===== config.mk =====
export PLATFORM = sky130hd
export DESIGN_NAME = ram_stream_reader
export DESIGN_NICKNAME = d
export VERILOG_FILES = /design/src/rtl/ram_pkg.sv /design/src/rtl/ram_rd_fifo.sv /design/src/rtl/ram_stream_reader.sv
export SDC_FILE = /design/constraint.sdc
export NUM_CORES = 1
export LEC_CHECK = 0
export CORE_MARGIN = 2
export CORE_UTILIZATION = 40
export CTS_BUF_LIST = sky130_fd_sc_hd__clkbuf_4
export DETAILED_ROUTE_END_ITERATION = 7
export PLACE_DENSITY_LB_ADDON = 0.15
export SKIP_CTS_REPAIR_TIMING = 1
export SLEW_MARGIN = 30
export SYNTH_ARGS = -nofsm -noshare
export SYNTH_HDL_FRONTEND = slang
export SYNTH_SLANG_ARGS = --single-unit

===== constraint.sdc =====
create_clock -name CLK -period 4.15 [get_ports CLK]
set_input_delay 0.83 -clock CLK [delete_from_list [all_inputs] [get_ports CLK]]
set_output_delay 0.83 -clock CLK [all_outputs]
set_load 0.1 [all_outputs]

===== src/rtl/ram_pkg.sv =====
// Shared constants for the 2048x8 single-port RAM and the read master state encoding.
package ram_pkg;

    localparam int RAM_ADDR_W = 11;
    localparam int RAM_DATA_W = 8;
    localparam int MEM_DEPTH  = 2048;

    typedef enum logic [1:0] {
        ST_IDLE  = 2'd0,
        ST_ISSUE = 2'd1,
        ST_DRAIN = 2'd2
    } rd_state_e;

endpackage


===== src/rtl/ram_rd_fifo.sv =====
// Small synchronous FIFO holding RAM read data until the stream sink takes it.
module ram_rd_fifo #(
    parameter int DEPTH  = 4,
    parameter int DATA_W = 8
) (
    input  logic                     clk_i,
    input  logic                     rst_i,
    input  logic                     push_i,
    input  logic [DATA_W-1:0]        data_i,
    input  logic                     pop_i,
    output logic [DATA_W-1:0]        data_o,
    output logic [$clog2(DEPTH):0]   count_o
);

    localparam int PTR_W = $clog2(DEPTH);

    logic [DATA_W-1:0] mem_q [DEPTH];
    logic [PTR_W-1:0]  wr_ptr_q;
    logic [PTR_W-1:0]  rd_ptr_q;
    logic [PTR_W:0]    count_q;

    // Storage is cleared on reset so the head reads as zero after reset.
    always_ff @(posedge clk_i) begin
        if (rst_i) begin
            wr_ptr_q <= '0;
            rd_ptr_q <= '0;
            count_q  <= '0;
            for (int i = 0; i < DEPTH; i++) begin
                mem_q[i] <= '0;
            end
        end else begin
            if (push_i) begin
                mem_q[wr_ptr_q] <= data_i;
                wr_ptr_q        <= wr_ptr_q + 1'b1;
            end
            if (pop_i) begin
                rd_ptr_q <= rd_ptr_q + 1'b1;
            end
            count_q <= count_q + (PTR_W+1)'(push_i) - (PTR_W+1)'(pop_i);
        end
    end

    assign data_o  = mem_q[rd_ptr_q];
    assign count_o = count_q;

endmodule


===== src/rtl/ram_stream_reader.sv =====
// Read master: fetches a wrapping range of RAM bytes and streams them out in order,
// with read credits sized to the output FIFO so backpressure never drops data.
module ram_stream_reader
    import ram_pkg::*;
#(
    parameter int ADDR_W     = RAM_ADDR_W,
    parameter int DATA_W     = RAM_DATA_W,
    parameter int FIFO_DEPTH = 4
) (
    input  logic              CLK,
    input  logic              RST,
    input  logic              START,
    input  logic [ADDR_W-1:0] START_ADDR,
    input  logic [ADDR_W:0]   LENGTH,
    output logic              BUSY,
    output logic              DONE,
    output logic              EN,
    output logic [ADDR_W-1:0] ADDRESS,
    output logic              WE,
    output logic [DATA_W-1:0] DI,
    input  logic [DATA_W-1:0] DO,
    output logic [DATA_W-1:0] O_DATA,
    output logic              O_VALID,
    input  logic              O_READY
);

    localparam int              CRED_W  = $clog2(FIFO_DEPTH) + 1;
    localparam logic [ADDR_W:0] MAX_LEN = {1'b1, {ADDR_W{1'b0}}};
    localparam logic [ADDR_W:0] LEN_ONE = (ADDR_W+1)'(1);

    rd_state_e         state_q, state_d;
    logic [ADDR_W-1:0] addr_q, addr_d;
    logic [ADDR_W:0]   issue_left_q, issue_left_d;
    logic [ADDR_W:0]   xfer_left_q, xfer_left_d;
    logic [CRED_W-1:0] credits_q, credits_d;
    logic [ADDR_W-1:0] address_q, address_d;
    logic              en_q, en_d;
    logic              busy_q, busy_d;
    logic              done_q, done_d;
    logic              push_q;

    logic [ADDR_W:0]   len_clip;
    logic              issue;
    logic [ADDR_W-1:0] issue_addr;
    logic              pop;
    logic [DATA_W-1:0] fifo_data;
    logic [CRED_W-1:0] fifo_count;

    assign len_clip = (LENGTH > MAX_LEN) ? MAX_LEN : LENGTH;
    assign O_VALID  = (fifo_count != '0);
    assign pop      = O_VALID & O_READY;

    always_comb begin
        state_d      = state_q;
        addr_d       = addr_q;
        issue_left_d = issue_left_q;
        xfer_left_d  = xfer_left_q;
        address_d    = address_q;
        busy_d       = busy_q;
        en_d         = 1'b0;
        done_d       = 1'b0;
        issue        = 1'b0;
        issue_addr   = addr_q;

        case (state_q)
            ST_IDLE: begin
                if (START) begin
                    if (len_clip == '0) begin
                        done_d = 1'b1;
                    end else begin
                        // First read goes out straight from the request so EN lands one cycle after START.
                        issue        = 1'b1;
                        issue_addr   = START_ADDR;
                        issue_left_d = len_clip;
                        xfer_left_d  = len_clip;
                        busy_d       = 1'b1;
                        state_d      = ST_ISSUE;
                    end
                end
            end
            ST_ISSUE: begin
                if (issue_left_q == '0) begin
                    state_d = ST_DRAIN;
                end else if (credits_q != '0) begin
                    issue = 1'b1;
                end
            end
            default: ;
        endcase

        if (issue) begin
            en_d         = 1'b1;
            address_d    = issue_addr;
            addr_d       = issue_addr + 1'b1;
            issue_left_d = issue_left_d - 1'b1;
        end

        credits_d = credits_q - CRED_W'(issue) + CRED_W'(pop);

        if (pop) begin
            xfer_left_d = xfer_left_q - 1'b1;
            if (xfer_left_q == LEN_ONE) begin
                done_d  = 1'b1;
                busy_d  = 1'b0;
                state_d = ST_IDLE;
            end
        end
    end

    always_ff @(posedge CLK) begin
        if (RST) begin
            state_q      <= ST_IDLE;
            addr_q       <= '0;
            issue_left_q <= '0;
            xfer_left_q  <= '0;
            credits_q    <= CRED_W'(FIFO_DEPTH);
            address_q    <= '0;
            en_q         <= 1'b0;
            busy_q       <= 1'b0;
            done_q       <= 1'b0;
            push_q       <= 1'b0;
        end else begin
            state_q      <= state_d;
            addr_q       <= addr_d;
            issue_left_q <= issue_left_d;
            xfer_left_q  <= xfer_left_d;
            credits_q    <= credits_d;
            address_q    <= address_d;
            en_q         <= en_d;
            busy_q       <= busy_d;
            done_q       <= done_d;
            // DO is valid the cycle after EN, so push follows EN by one cycle.
            push_q       <= en_q;
        end
    end

    ram_rd_fifo #(
        .DEPTH  (FIFO_DEPTH),
        .DATA_W (DATA_W)
    ) u_fifo (
        .clk_i   (CLK),
        .rst_i   (RST),
        .push_i  (push_q),
        .data_i  (DO),
        .pop_i   (pop),
        .data_o  (fifo_data),
        .count_o (fifo_count)
    );

    assign BUSY    = busy_q;
    assign DONE    = done_q;
    assign EN      = en_q;
    assign ADDRESS = address_q;
    assign WE      = 1'b0;
    assign DI      = '0;
    assign O_DATA  = fifo_data;

endmodule


==> qor.csv, run 1 <==
metric;value;unit
portion of the clock cycle consumed by the worst path in the final layout;0.854;
most frequently used cell type in the post-synthesis netlist;dfxtp_1;
most frequently used flop master after synthesis;dfxtp_1;
asr flop ratio synth;0;
power density over the cells;594;nW/µm²
via count of the first global-routing pass;3783;
average routed wire per standard cell;15.8;µm
top cells by count, synth;dfxtp_1, nor2_1, nand2_1;
core region area;12500;µm²
clock buffers created by TritonCTS;9;
Post-DP HPWL;8330;µm
growth of design area from synthesis to finish;16.7;%
starting utilization of the core area;0.407;
pin count of the biggest net entering global routing;68;
violation count after the first detailed-routing iteration;221;
CP cell instances;mux4_2 -> clkdlybuf4s50_1;
startpoint-to-endpoint class of the critical path;reg2out;
Vert. Die Dim;117;µm
number of max-cap violations;0;
max_slew headroom;0.346;
cell area after synthesis;5090;µm²
number of slew-limit violations in the final report;0;
number of rows in the core area;41;
final cell area excluding filler cells;5950;µm²
global-route wire length before repair;19000;µm
Routed Wire Length;11800;µm
Worst-path clk slew;0.14;ns
class of the most critical hold timing path;reg2reg;
Yosys cell types;77;
result of the run;complete, no violations;
synthesized flop and latch total;96;
DRC;0;
slew at the pin with the worst max-slew slack;0.978;ns
critical path endpoint category;output port;
Worst EP arrival;2.71;ns
cell family contributing the most delay on the critical path;buffers and inverters;
cell area reported after detailed placement;5800;µm²
Max VDD drop;299;µV
drt via density;5.28;
post-route ant nets;0;
number of nets in the layout;619;
TritonCTS sink count;96;
CP max stage cell;clkdlybuf4s50_1;
total routing usage reported by global routing;0.180;
minimum clock period;3.54;ns
die boundary width;117;µm
detailed-router iteration count before antenna repair;4;
Die Outline Area;13700;µm²
CTS tree;done;
warning count from the yosys run;0;
clk_lat worst skew;0.45;ns
tightest hold margin;0.484;ns
antenna violations before repair;0;
htree depth;3;
crit path launch type;flip-flop;
cell count after synthesis;520;
Sum Neg Setup Slack;0;ns
layout cell share with drive strength beyond 1;0.114;
crit-path max FO;8;
setup violation total in the final timing report;0;
Yosys top cell area share;0.251;
sequential cell area fraction in the yosys report;0.440;
Bufs and invs on worst path;1;
n_diodes;0;
cell leakage power;2.11;nW
total count of hold-check failures in the final report;0;
number of top-level design ports;67;
Post-synth EDFFs;32;
WP data required;3.32;ns
RSZ-0062 raised after global routing;false;
leading post-synthesis cells by cell area;dfxtp_1, edfxtp_1, and2_1, nor2_1, mux4_2;
grt total ovfl;0;
CTS Root Buffer Type;clkbuf_4;
RePlAce Congestion;0.853;
upper clock frequency limit;282;MHz
Yosys top cell by area;dfxtp_1;
largest stage delay on the critical path;0.98;ns
clk buf depth;2;
via count;3965;
Worst Clk Skew;0.0186;ns
count of buffers from port buffering;57;
per-instance average area after synthesis;9.80;µm²
stage by stage:
step | instances | worst slack, ns | power, mW | utilization
2_1_floorplan | 528 | 1.02 | 2.67 | -
3_3_place_gp | 735 | 0.596 | 3.03 | 0.463
3_5_place_dp | 735 | 0.476 | 3.05 | 0.463
4_1_cts | 751 | 0.522 | 3.57 | 0.475
5_1_grt | 751 | 0.412 | 3.77 | 0.475
6_report | 751 | 0.605 | 3.53 | 0.475
state kept, by name, summed over array words and instances (netlist names), named ones only:
signal	count
u_fifo.mem_q	32
issue_left_q	12
xfer_left_q	12
ADDRESS	11
addr_q	11
credits_q	3
u_fifo.count_o	3
state_q	2
u_fifo.rd_ptr_q	2
u_fifo.wr_ptr_q	2
BUSY	1
DONE	1
EN	1
push_q	1
where the power goes:
| part | switching, mW | total (mW) | internal [mW] |
|---|---|---|---|
| logic | 1.10 | 1.68 | 0.587 |
| registers | 0.187 | 1.34 | 1.15 |
| clock network | 0.326 | 0.515 | 0.189 |
placed cells by master, fill, tap and decap left out, types with 8 or more instances in the layout:
cell type,instances
nor2b_1,8
nor3_1,15
a311oi_1,11
a211oi_1,14
edfxtp_1,32
nand2_1,47
xnor2_1,15
xor2_1,12
inv_1,11
clkdlybuf4s50_1,56
conb_1,9
clkbuf_4,9
nand3_1,14
buf_4,12
o21ai_0,8
nor2_1,50
dfxtp_1,64
a21oi_1,29
ha_1,8
mux4_2,8
and2_1,32
path summary, 6_finish.rpt:
path,start,endpoint,slack (ns),cells after the start
max,flip-flop,O_DATA[5],0.61,2
min,EN,push_q,0.48,1
max reg2reg,issue_left_q[7],credits_q[2],1.53,12
min reg2reg,EN,push_q,0.48,1
logic make-up (layout without fill, tap and decap cells):
family                     count (synthesis)  in the layout  share of synthesized area
other                                      1              9                   0.000736
adders and majority gates                 10             10                     0.0275
AOI/OAI and AO/OA                        107            107                      0.155
xor gates and xnor gates                  27             27                     0.0464
DFF                                       96             96                      0.440
muxes                                     14             14                     0.0476
buffers and inverters                     46             97                     0.0476
and+or+nand+nor                          219            219                      0.235
layout make-up:
cell class | instances | area [µm²]
sequential | 96 | 2240
clock inverter | 7 | 81.3
clock buffer | 9 | 67.6
tap | 172 | 215
timing repair buffer | 69 | 656
inverter | 12 | 45.0
fill | 1238 | 6570
multi-input combinational | 386 | 2640
per-layer routing:
| metal | GRT usage | vias up | wire length (µm) |
|---|---|---|---|
| li1 | - | 1998 | - |
| met1 | 0.250 | 1873 | 5600 |
| met2 | 0.285 | 83 | 5630 |
| met3 | 0.0294 | 11 | 455 |
| met4 | 0.0604 | 0 | 151 |
| met5 | 0 | - | 0 |
(Power assumes the default switching activity.)
==> run 2: changes to the inputs <==
Settings changed: TNS_END_PERCENT set to 5.
Clock period 4.15 ns to 4.35 ns, I/O delays scaled along.
==> run 2 against run 1 <==
Compared with the run above:
- sequential share of layout area is 0.087 points higher
- worst setup slack improved by 0.12 ns
- clock-buffer cell count unchanged
- flip-flop and latch count unchanged
- combinational power decreased by 4%
- critical path depth unchanged
- via count rose by 0.66%
- global-route usage grew 0.33 points
- cell count is 0.27% lower
- clock skew is 0.0017 ns higher
- largest power group unchanged
==> qor.csv, run 2 (synthesis gave the netlist of run 1 again) <==
metric;value;unit
critical path depth;2;
CP cell instances;mux4_2 -> clkdlybuf4s50_1;
minimum clock period;3.63;ns
pin count of the biggest net entering global routing;46;
registers with the most flip-flops;u_fifo.mem_q: 32 flops, issue_left_q: 12 flops, xfer_left_q: 12 flops;
DRC;0;
number of rows in the core area;41;
slew at the pin with the worst max-slew slack;0.974;ns
routed wl met3;470;µm
number of slew-limit violations in the final report;0;
Post-DP HPWL;8490;µm
clk buf depth;2;
cell leakage power;2.10;nW
Max VDD drop;277;µV
growth of design area from synthesis to finish;16.5;%
cell area reported after detailed placement;5780;µm²
antenna violations before repair;0;
class of the most critical hold timing path;reg2reg;
Bufs and invs on worst path;1;
dpl ws;0.623;ns
number of top-level design ports;67;
power density over the cells;575;nW/µm²
Worst Clk Skew;0.0203;ns
startpoint of the worst register-to-register path;state_q[1];
largest stage delay on the critical path;0.99;ns
via count;3991;
grt total ovfl;0;
count of buffers from port buffering;57;
leading cell type in the layout, fill and taps excluded;dfxtp_1;
global-route wire length before repair;19500;µm
detailed-router iteration count before antenna repair;4;
Worst EP arrival;2.76;ns
starting utilization of the core area;0.407;
tightest hold margin;0.481;ns
TritonCTS sink count;96;
routed metal-1 wire length;5740;µm
met2 WL post-DR;5740;µm
drt via density;5.33;
startpoint-to-endpoint class of the critical path;reg2out;
post-route ant nets;0;
upper clock frequency limit;276;MHz
number of nets in the layout;617;
setup violation total in the final timing report;0;
final cell area excluding filler cells;5930;µm²
Reg with most FFs;u_fifo.mem_q;
critical path endpoint category;output port;
clk_lat worst skew;0.48;ns
Die Outline Area;13700;µm²
crit-path max FO;8;
total count of hold-check failures in the final report;0;
Worst-path clk slew;0.16;ns
average routed wire per standard cell;16.2;µm
Top Metal Used;met4;
CTS tree;done;
die boundary width;117;µm
number of max-cap violations;0;
Sum Neg Setup Slack;0;ns
Routed Wire Length;12100;µm
cell family contributing the most delay on the critical path;buffers and inverters;
crit path launch type;flip-flop;
CTS Root Buffer Type;clkbuf_4;
CP max stage cell;clkdlybuf4s50_1;
number of flip-flops in the largest register;32;
RePlAce Congestion;0.892;
Vert. Die Dim;117;µm
portion of the clock cycle consumed by the worst path in the final layout;0.834;
final critical-path setup slack;0.723;ns
total power;3.41;mW
worst hold path startpoint;ADDRESS[0];
commonest cells after routing, fill and taps aside;dfxtp_1, clkdlybuf4s50_1, nor2_1;
cell depth of the worst hold path;2;
n_diodes;0;
violation count after the first detailed-routing iteration;206;
number of cells traversed by the worst register-to-register path;10;
result of the run;complete, no violations;
htree depth;3;
WP data required;3.48;ns
via count of the first global-routing pass;3799;
layout cell share with drive strength beyond 1;0.114;
RSZ-0062 raised after global routing;false;
max_slew headroom;0.349;
clock buffers created by TritonCTS;9;
total routing usage reported by global routing;0.183;
core region area;12500;µm²
==> run 2: changes by cell type in the layout (fill, tap and decap cells not counted), sizes merged <==
| cell | before | now |
|---|---|---|
| clkinv | 4 | 2 |
| buf | 13 | 11 |
| inv | 13 | 15 |
==> run 2: final timing paths <==
kind | slack [ns] | endpoint
setup / recovery | 0.72 | O_DATA[5]
hold / removal | 0.48 | ADDRESS[0]
setup reg to reg | 1.69 | addr_q[10]
hold reg to reg | 0.48 | ADDRESS[0]
==> run 2: worst min-delay path: stages (launching register included) <==
cell	delay, ns
dfxtp_1	0.34
nand3_1	0.06
a21oi_1	0.05
==> run 2: layout make-up <==
class | count | area (µm²)
clock inverter | 7 | 77.6
fill | 1257 | 6580
multi-input combinational | 386 | 2650
clock buffer | 9 | 67.6
inverter | 12 | 45.0
tap | 172 | 215
timing repair buffer | 67 | 641
sequential | 96 | 2240
==> run 2: per-layer routing <==
metal / vias to the layer above / track usage
li1: 1985 / -
met1: 1903 / 0.254
met2: 90 / 0.292
met3: 13 / 0.0263
met4: 0 / 0.0659
met5: - / 0
==> run 2: where the power goes <==
| group | switching (mW) | total (mW) | internal, mW |
|---|---|---|---|
| Combinational | 1.05 | 1.61 | 0.557 |
| Clock | 0.341 | 0.524 | 0.182 |
| Sequential | 0.181 | 1.28 | 1.10 |
==> run 2: per-stage QoR <==
| stage | instances | util |
|---|---|---|
| 3_3_place_gp | 733 | 0.462 |
| 5_1_grt | 749 | 0.474 |
| 6_report | 749 | 0.474 |
| 4_1_cts | 749 | 0.474 |
| 3_5_place_dp | 733 | 0.462 |
| 2_1_floorplan | 528 | - |
==> run 3: changes to the inputs <==
Clock period 4.35 ns to 2.9 ns, I/O delays scaled along.
==> run 3 against run 2 <==
Compared with the run above:
- design area is 2.8% higher
- sequential power up 49%
- total power grew 49%
- critical path type is now in2reg
- critical endpoint is now credits_q[2]
==> qor.csv, run 3 (synthesis gave the netlist of run 1 again) <==
metric;value;unit
Reg2Reg Setup Slack;0.33;ns
Worst EP arrival;3.05;ns
filler cell count;1243;
average routed wire per standard cell;15.5;µm
violation count after the first detailed-routing iteration;174;
minimum clock period;2.65;ns
largest stage delay on the critical path;0.44;ns
startpoint-to-endpoint class of the critical path;in2reg;
DRC;0;
clk buf depth;2;
portion of the clock cycle consumed by the worst path in the final layout;0.914;
die boundary width;117;µm
final critical-path setup slack;0.251;ns
leading cell type in the layout, fill and taps excluded;buf_4;
cell leakage power;2.28;nW
number of slew-limit violations in the final report;0;
clk_lat worst skew;0.50;ns
dpl ws;-0.281;ns
RSZ-0062 raised after global routing;false;
Non-Filler Instances;783;
total routing usage reported by global routing;0.188;
registers with the most flip-flops;u_fifo.mem_q: 32 flops, issue_left_q: 12 flops, xfer_left_q: 12 flops;
cell family contributing the most delay on the critical path;adder cells;
count of buffers from port buffering;57;
drt via density;5.31;
detailed-router iteration count before antenna repair;4;
core region area;12500;µm²
setup violation total in the final timing report;0;
met2 WL post-DR;5750;µm
routed metal-1 wire length;5750;µm
htree depth;3;
total count of hold-check failures in the final report;0;
number of rows in the core area;41;
launch point of the worst path;LENGTH[1];
Critical path destination;credits_q[2];
post-route ant nets;0;
startpoint of the worst register-to-register path;issue_left_q[3];
antenna violations before repair;1;
commonest cells after routing, fill and taps aside;buf_4, dfxtp_1, nor2_1;
via count of the first global-routing pass;3999;
Post-Place Cells;766;
pin count of the biggest net entering global routing;59;
grt total ovfl;0;
class of the most critical hold timing path;reg2reg;
starting utilization of the core area;0.407;
number of flip-flops in the largest register;32;
area occupied by multi-input gates;2640;µm²
Worst Clk Skew;0.0156;ns
RePlAce Congestion;0.870;
Top Metal Used;met4;
slew at the pin with the worst max-slew slack;0.876;ns
capturing point of the worst reg2reg path;credits_q[2];
global-route wire length before repair;19900;µm
Post-DP HPWL;8720;µm
max_slew headroom;0.415;
CP max stage cell;clkdlybuf4s50_1;
Die Outline Area;13700;µm²
Reg with most FFs;u_fifo.mem_q;
Bufs and invs on worst path;3;
CTS tree;done;
result of the run;complete, no violations;
number of top-level design ports;67;
Sequential Area;2240;µm²
layout cell share with drive strength beyond 1;0.197;
via count;4159;
Vert. Die Dim;117;µm
critical path endpoint category;flip-flop;
growth of design area from synthesis to finish;19.8;%
WP data required;3.30;ns
Sum Neg Setup Slack;0;ns
clock buffers created by TritonCTS;9;
upper clock frequency limit;377;MHz
CP cell instances;clkdlybuf4s50_1 -> nor3_2 -> nand4_2 -> o21ai_4 -> nand2_1 -> ha_1 -> inv_1 -> ha_1 -> inv_1 -> fa_1 -> xor2_1 -> xnor2_1 -> nand2b_1;
crit path launch type;input pin;
number of cells traversed by the worst register-to-register path;12;
power density over the cells;834;nW/µm²
Routed Wire Length;12100;µm
Worst-path clk slew;0.16;ns
number of nets in the layout;650;
critical path depth;13;
Max VDD drop;430;µV
crit-path max FO;3;
number of max-cap violations;0;
routed wl met3;415;µm
TritonCTS sink count;96;
CTS Root Buffer Type;clkbuf_4;
-- run 3: cell types whose count changed in the layout (fill, tap and decap cells not counted) --
| cell | change |
|---|---|
| buf_4 | +56 |
| clkdlybuf4s50_1 | -23 |
| clkinvlp_4 | +2 |
| bufinv_16 | -1 |
| clkinv_1 | +1 |
| clkinv_2 | -1 |
| clkinv_4 | -1 |
| clkinvlp_2 | -1 |
| diode_2 | +1 |
| inv_8 | +1 |
| nor3b_1 | +1 |
| nor3b_2 | -1 |
-- run 3: how the worst min path moves through the flow --
stage                         from        endpoint  slack [ns]  cells past startpoint
floorplan           xfer_left_q[3]  xfer_left_q[3]        0.45                      2
global placement        ADDRESS[1]      ADDRESS[1]        0.46                      2
detailed placement      ADDRESS[1]      ADDRESS[1]        0.46                      2
CTS                     ADDRESS[1]      ADDRESS[1]        0.48                      2
global route            ADDRESS[0]      ADDRESS[0]        0.51                      2
finish                  ADDRESS[1]      ADDRESS[1]        0.48                      2
-- run 3: final cells by class --
class,count,area share
Multi-Input combinational cell,386,0.433
Antenna cell,1,0.000410
Clock buffer,9,0.0111
Tap cell,172,0.0353
Sequential cell,96,0.367
Clock inverter,7,0.00964
Inverter,12,0.00738
Timing Repair Buffer,100,0.136
-- run 3: per-layer routing --
layer  vias to the layer above  global-route usage
li1                       2051                   -
met1                      2021               0.252
met2                        75               0.306
met3                        12              0.0294
met4                         0              0.0745
met5                         -                   0
-- run 3: worst reg2reg max path, stage by stage (launching register included) --
cell      delay, ns
dfxtp_1        0.40
nor4_4         0.42
nand4_1        0.20
nand2_1        0.13
nand2_1        0.08
ha_1           0.29
inv_1          0.05
ha_1           0.13
inv_1          0.05
fa_1           0.36
xor2_1         0.18
xnor2_1        0.14
nand2b_1       0.06
-- run 3: report_power, final --
| part | switching [mW] | internal, mW |
|---|---|---|
| Clock | 0.522 | 0.191 |
| Combinational | 1.59 | 0.879 |
| Sequential | 0.267 | 1.65 |
-- run 3: through the flow --
step,instance area (µm²),power [mW],utilization,hold slack [ns]
after floorplan,5120,3.81,-,0.452
after CTS,6100,5.14,0.487,0.481
final,6100,5.09,0.488,0.476
after detailed placement,5970,4.42,0.477,0.461
after global placement,5970,4.36,0.477,0.455
after global routing,6100,5.43,0.488,0.509
